<file path="src/rtl/axi_wr_master.sv">
// Single-outstanding AXI4 write master: takes one command (address, beats-1), issues AW,
// streams W beats straight from din, then waits for B with a bounded response timeout.
module axi_wr_master #(
  parameter int unsigned ADDR_WIDTH = 32,
  parameter int unsigned DATA_WIDTH = 32,
  parameter int unsigned ALEN_WIDTH = 8,
  parameter int unsigned B_TIMEOUT  = 256
) (
  input  logic                    clk,
  input  logic                    arst,
  input  logic                    cmd_valid,
  output logic                    cmd_ready,
  input  logic [ADDR_WIDTH-1:0]   cmd_addr,
  input  logic [ALEN_WIDTH-1:0]   cmd_len,
  input  logic                    din_valid,
  output logic                    din_ready,
  input  logic [DATA_WIDTH-1:0]   din_data,
  input  logic [DATA_WIDTH/8-1:0] din_strb,
  output logic                    awvalid,
  input  logic                    awready,
  output logic                    awid,
  output logic [ADDR_WIDTH-1:0]   awaddr,
  output logic [ALEN_WIDTH-1:0]   awlen,
  output logic [2:0]              awsize,
  output logic [1:0]              awburst,
  output logic                    wvalid,
  input  logic                    wready,
  output logic [DATA_WIDTH-1:0]   wdata,
  output logic [DATA_WIDTH/8-1:0] wstrb,
  output logic                    wlast,
  input  logic                    bvalid,
  input  logic [1:0]              bresp,
  output logic                    bready,
  output logic                    busy,
  output logic                    done,
  output logic                    err,
  output logic                    timeout
);

  localparam int unsigned STRB_WIDTH = DATA_WIDTH / 8;
  localparam int unsigned SIZE_VAL   = $clog2(STRB_WIDTH);
  localparam int unsigned TO_WIDTH   = (B_TIMEOUT > 1) ? $clog2(B_TIMEOUT) : 1;
  localparam logic [TO_WIDTH-1:0] TO_LIMIT = TO_WIDTH'(B_TIMEOUT - 1);

  typedef enum logic [1:0] {IDLE, ADDR, DATA, RESP} state_t;

  state_t                  state_q, state_d;
  logic [ADDR_WIDTH-1:0]   addr_q, addr_d;
  logic [ALEN_WIDTH-1:0]   len_q, len_d;
  logic [ALEN_WIDTH-1:0]   beat_q, beat_d;
  logic [TO_WIDTH-1:0]     to_q, to_d;
  logic                    done_d, err_d, timeout_d;

  // AW channel fields are constant or come from the latched command, so they are stable until awready
  assign awid    = 1'b0;
  assign awaddr  = addr_q;
  assign awlen   = len_q;
  assign awsize  = 3'(SIZE_VAL);
  assign awburst = 2'b01;
  assign wdata   = din_data;
  assign wstrb   = din_strb;

  always_ff @(posedge clk) begin
    if (arst) begin
      state_q <= IDLE;
      addr_q  <= '0;
      len_q   <= '0;
      beat_q  <= '0;
      to_q    <= '0;
      done    <= 1'b0;
      err     <= 1'b0;
      timeout <= 1'b0;
    end else begin
      state_q <= state_d;
      addr_q  <= addr_d;
      len_q   <= len_d;
      beat_q  <= beat_d;
      to_q    <= to_d;
      done    <= done_d;
      err     <= err_d;
      timeout <= timeout_d;
    end
  end

  always_comb begin
    state_d   = state_q;
    addr_d    = addr_q;
    len_d     = len_q;
    beat_d    = beat_q;
    to_d      = to_q;
    done_d    = 1'b0;
    err_d     = err;
    timeout_d = timeout;
    cmd_ready = 1'b0;
    awvalid   = 1'b0;
    wvalid    = 1'b0;
    din_ready = 1'b0;
    wlast     = 1'b0;
    bready    = 1'b0;
    busy      = 1'b1;

    case (state_q)
      IDLE: begin
        busy      = 1'b0;
        cmd_ready = 1'b1;
        if (cmd_valid) begin
          addr_d  = cmd_addr;
          len_d   = cmd_len;
          state_d = ADDR;
        end
      end
      ADDR: begin
        awvalid = 1'b1;
        if (awready) begin
          beat_d  = '0;
          state_d = DATA;
        end
      end
      DATA: begin
        wvalid    = din_valid;
        din_ready = wready;
        // Equality compare: the 2^ALEN_WIDTH-beat case never needs the wrapped value
        wlast     = (beat_q == len_q);
        if (din_valid && wready) begin
          beat_d = beat_q + ALEN_WIDTH'(1);
          if (wlast) begin
            to_d    = '0;
            state_d = RESP;
          end
        end
      end
      RESP: begin
        bready = 1'b1;
        // A response arriving on the expiry cycle takes priority over the timeout
        if (bvalid) begin
          done_d    = 1'b1;
          err_d     = (bresp != 2'b00);
          timeout_d = 1'b0;
          state_d   = IDLE;
        end else if (to_q == TO_LIMIT) begin
          done_d    = 1'b1;
          err_d     = 1'b1;
          timeout_d = 1'b1;
          state_d   = IDLE;
        end else begin
          to_d = to_q + TO_WIDTH'(1);
        end
      end
      default: state_d = IDLE;
    endcase
  end

endmodule

</file>
<file path="config.mk">
export PLATFORM = sky130hd
export DESIGN_NAME = axi_wr_master
export DESIGN_NICKNAME = d
export VERILOG_FILES = /design/src/rtl/axi_wr_master.sv
export SDC_FILE = /design/constraint.sdc
export NUM_CORES = 1
export LEC_CHECK = 0
export ABC_AREA = 0
export ABC_CLOCK_PERIOD_IN_PS = 2100
export BUFFER_PORTS_ARGS = -buffer_cell sky130_fd_sc_hd__clkbuf_2
export CORE_MARGIN = 2
export CORE_UTILIZATION = 44
export DETAILED_ROUTE_END_ITERATION = 7
export GPL_TIMING_DRIVEN = 0
export PLACE_DENSITY = 0.79
export SLEW_MARGIN = 15
export SYNTH_ARGS = -nofsm -noshare
export SYNTH_HDL_FRONTEND = slang
export SYNTH_SLANG_ARGS = --single-unit
export TNS_END_PERCENT = 30
</file>
<file path="constraint.sdc">
create_clock -name clk -period 2.1 [get_ports clk]
set_input_delay 0.315 -clock clk [delete_from_list [all_inputs] [get_ports clk]]
set_output_delay 0.315 -clock clk [all_outputs]
set_load 0.01 [all_outputs]
</file>
# Yosys cells after proc, flatten, opt, wreduce, memory -nomap -nowiden
# Cells that the tools add are included.
dict set report totals {
  word_cells 62
  input_bits 85
  reg_bits 61
  out_inout_bits 92
}
dict set report op_classes {
  n_reduce_logical 12
  n_addsub 2
  eq_ne 12
  n_bitwise 1
  n_mux 27
}
# op count
set ops {}
lappend ops {{$mux W8} 6}
lappend ops {{$pmux W8 S2} 2}
lappend ops {{$add A8 B1 Y8 const B} 2}
lappend ops {{$mux W1} 12}
lappend ops {{$mux W2} 6}
lappend ops {{$ne A2 B2 Y1 const B} 6}
lappend ops {{$reduce_and A5 Y1} 2}
lappend ops {{$eq A8 B8 Y1} 1}
lappend ops {{$eq A8 B8 Y1 const B} 1}
lappend ops {{$pmux W2 S4} 1}
lappend ops {{$reduce_bool A2 Y1} 4}
lappend ops {{$eq A2 B2 Y1 const B} 2}
lappend ops {{$reduce_and A2 Y1} 2}
lappend ops {{$ne A3 B3 Y1 const B} 1}
lappend ops {{$reduce_and A3 Y1} 1}
lappend ops {{$eq A2 B1 Y1 const B} 1}
lappend ops {{$logic_not A2 Y1} 1}
lappend ops {{$reduce_or A2 Y1} 1}
lappend ops {{$logic_and A1 B1 Y1} 1}
lappend ops {{$not A1 Y1} 1}

# Longest topological paths before layout
dict set report depth {
  ltp_word 4
  depth_mapped 7
  mapped_depth_nobuf 7
}

# Worst setup path before layout
# No wires, ideal clock.
dict set report synth_timing {
  path_kind {register -> register}
  startpoint {reg state_q[0]}
  endpoint {reg to_q[7]}
  arrival_time_ns 1.834
  stages_incl_launch_ff 8
  path_buffers 2
  slack_ns 0.174
  setup_time_ns 0.092
  period_less_slack_ns 1.926
  t_required_ns 2.008
  path_cell_list {dfxtp_1 -> ha_1 -> buf_6 -> nand2_1 -> o31ai_1 -> or4_1 -> buf_6 -> o311ai_4}
}
dict set report synth_via {
  elab_chain_len 3
  elab_cells_between_ends 9
  cone_classes {6 x eq/ne; 1 x mux; 2 x reduce/logical}
}
# item line
set synth_rtl {}
lappend synth_rtl {{from (decl)} 47} ;# state_t state_q, state_d;
lappend synth_rtl {{from (signal assigned)} 74} ;# state_q <= state_d;
lappend synth_rtl {{$eq A2 B2 Y1} 102} ;# case (state_q)
lappend synth_rtl {{$ne A2 B2 Y1 (no line) or $reduce_bool A2 Y1 (tied branches)} -}
lappend synth_rtl {{$reduce_and A5 Y1 (no line)} -}
lappend synth_rtl {{to (signal assigned)} 78} ;# to_q <= to_d;
lappend synth_rtl {{to (decl)} 51} ;# logic [TO_WIDTH-1:0] to_q, to_d;
# Several ways; a longest one is shown, not always the timed one.
# A chain may end at the register's enable or synchronous reset.

# Worst setup path in the final report
dict set report layout_timing {
  startpoint {reg beat_q[0]}
  endpoint {reg to_q[7]}
}
dict set report layout_via {
  elab_chain_len 3
}
# item line
set layout_rtl {}
lappend layout_rtl {{from (decl)} 50} ;# logic [ALEN_WIDTH-1:0] beat_q, beat_d;
lappend layout_rtl {{from (signal assigned)} 77} ;# beat_q <= beat_d;
lappend layout_rtl {{$eq A8 B8 Y1} 123} ;# wlast = (beat_q == len_q);
lappend layout_rtl {{$ne A2 B2 Y1 (no line)} -}
lappend layout_rtl {{$reduce_and A5 Y1 (no line)} -}
# No other way between the ends.

==> flow_summary.toml <==
[synthesis]
ys_ff_latch = 61
async_flop_share = 0
yosysTopAreaCell = "dfxtp_1"
synth_commonest_cells = "94 x nand2_1, 61 x dfxtp_1, 43 x buf_4"
syn_area_per_cell_um2 = 8.191
syn_area_um2 = 2982
synthTopCellsByArea = "dfxtp_1 41%, nand2_1 12%, buf_4 11%, a21oi_1 7.0%, xor2_1 3.8%"
synth_cell_types = 42
synth_top_area_share = 0.4096
synth-edff-count = 0
postSynthCellCount = 364
yosysMostFrequentCell = "nand2_1"
yosys_warnings = 0
synth_seq_area_share = 0.4096
synth_flop_cell = "dfxtp_1"

[die]
start_util = 0.4463
fp.dieH_um = 86.32
row_count = 30
design.core.area_um2 = 6681
fp.dieW_um = 86.32
dieArea_um2 = 7451
boundaryPins = 177

[critical_path]
cp_slowest_cell = "or4_1"
critPathBufInv = 1
worstSetupStartpointType = "flop"
rr_startpoint = "beat_q[0]$_SDFFE_PP0P_"
cp_cell_sequence = "xor2_1 -> nor4_4 -> a41oi_2 -> or4_1 -> buf_6 -> o311ai_4"
crit_required_ns = 2.34
crit_type = "flop to flop"
worst_setup_path_end_kind = "flop"
worst_ep_arrival_time_ns = 2.33
critPathLaunch = "beat_q[0]$_SDFFE_PP0P_"
crit_family = "simple AND/OR/NAND/NOR gates"
cp_max_fo = 7
max_stage_delay_ns = 0.46

[cells_and_area]
syn2layout_area_growth_pct = 34.83
antenna_cells = 0
fin_nets = 606
ff_latch_area_um2 = 1224
drive_gt1_frac = 0.4077
final.fill_count = 621
multi_input_area_um2 = 1360
finalInstanceArea_um2 = 4020

[clock_tree]
cts_tree = "built"
insertion_delay_ns = 0.33
ctsHoldBuffers = 0
cts-root-buf = "clkbuf_8"
htreeDepth = 3
cts_buffers = 9
cts_sinks = 61
clk_pin_slew_worst_paths_ns = 0.07
cts.path.max_buffers = 2

[timing]
skew_ns = 0.006179
holdWs_ns = 0.1949
fmax_mhz = 480.6
relSlewSlack = 0.5866
finalSetupViolCount = 0
final-max-slew-violation-count = 0
worst_pin_slew_ns = 0.6124
period_share = 0.9909
min_period_ns = 2.081
rsz0062_at_grt = "true"
finalHoldViolations = 0

[route]
firstDrtPassIters = 4
viasPerCell = 4.788
ant_nets = 0
via_count = 2873
drt_iter0_drc = 137
wl_per_cell_um = 12.77
drc = 0
routed_wl_um = 7662

[power_and_ir_drop]
combPwrFrac = 0.347
power.net_switching_uw = 1399
ir_worst_vdd_uv = 574.8
p_int_uw = 2537
powerDensity_nw_per_um2 = 979.1
p_sw_frac = 0.3554
clkPwrFrac = 0.284
p_leak_uw = 0.001945
p_seq_frac = 0.368

[global_route]
grt.total_usage = 0.2008
grt-ovfl-total = 0
antenna_found_initial = 0
grt_max_degree = 11
grt_pass1_wl_um = 11970
grt_pass1_vias = 2658

[place]
place_congestion = 0.8431
dpl.hpwl_um = 5764
placed_area_um2 = 3767
port_buffers = 134

[min_path]
min_from = "cmd_addr[2]"
min_path_type = "input port to flop"

[run]
cap_violations = 0

[run_status]
status = "completed"
## kinds of logic after synthesis
group,count (synthesis),share of synthesized area
AO/OA/AOI/OAI,66,0.1528
XOR/XNOR,15,0.04406
adder cells (fa/ha/maj),6,0.02518
buffers and inverters,70,0.1473
flip-flops,61,0.4096
multiplexers,1,0.003357
other,2,0.002519
AND/OR/NAND/NOR,143,0.2153
## state kept, by name, indices dropped and copies added, names as in the netlist
name,flops
to_q,8
err,1
awaddr,32
awlen,8
beat_q,8
done,1
timeout,1
state_q,2
## what timing repair did
item | CTS | global route
cloned | 0 | 0
endpoints found under the setup margin | 8 | 10
setup buffers | 1 | 1
endpoints found under the hold margin | 0 | 0
pin swaps | 2 | 2
resized for setup | 2 | 4
## layout by cell type (no fill, tap or decap), types with 12 or more instances in the layout
cell type,synthesis,routed
clkbuf_8,0,12
clkbuf_1,11,12
xor2_1,13,13
nor2_1,12,12
nand2_1,94,94
a21oi_1,42,42
clkbuf_2,0,134
inv_1,12,12
dfxtp_1,61,59
buf_4,43,45
nand3_1,13,13
## routing by layer
layer  part of all wire  track usage  up-vias
met4             0.0077      0.08949        0
met2               0.51       0.3329      106
met1               0.42       0.2478     1300
met3              0.066      0.04762        4
li1                   -            -     1463
met5                  0            0        -
## worst paths after layout
path | end | slack (ns) | depth (start not counted)
setup / recovery | to_q[7]$_SDFFE_PP0P_ | 0.02 | 6
hold / removal | awaddr[2]$_SDFFE_PP0P_ | 0.19 | 3
setup reg to reg | to_q[7]$_SDFFE_PP0P_ | 0.02 | 6
hold reg to reg | awaddr[25]$_SDFFE_PP0P_ | 0.46 | 2
## layout make-up
class                      instances  area share
buffer                            58     0.09804
multi-input combinational        237      0.3383
clock inverter                     3     0.01058
tap                               80     0.02490
sequential                        61      0.3044
inverter                          12     0.01120
timing repair buffer             136      0.1706
clock buffer                      13     0.04202
## per-stage QoR
stage | setup TNS, ns | cells | power [µW] | worst slack, ns | utilization
floorplan | 0 | 368 | 2332 | 0.1738 | -
global placement | -0.4662 | 582 | 2766 | -0.09164 | 0.5639
detailed placement | -0.9017 | 582 | 2804 | -0.1537 | 0.5639
CTS | 0 | 599 | 3918 | 0.01157 | 0.5976
global route | -0.2015 | 600 | 4176 | -0.07256 | 0.6017
finish | 0 | 600 | 3936 | 0.01921 | 0.6017
## power groups by stage
stage                     Sequential [µW]  Combinational, µW  Clock (µW)
after floorplan                      1520                809           0
after global placement               1460               1300           0
after detailed placement             1470               1330           0
after CTS                            1450               1350        1120
after global routing                 1470               1530        1180
final                                1450               1370        1120
## worst reg2reg max path, stage by stage (launching register included)
cell	delay (ns)
dfxtp_2	0.35
xor2_1	0.19
nor4_4	0.37
a41oi_2	0.22
or4_1	0.46
buf_6	0.16
o311ai_4	0.24
Note: power is estimated with default switching activity, not from simulation.
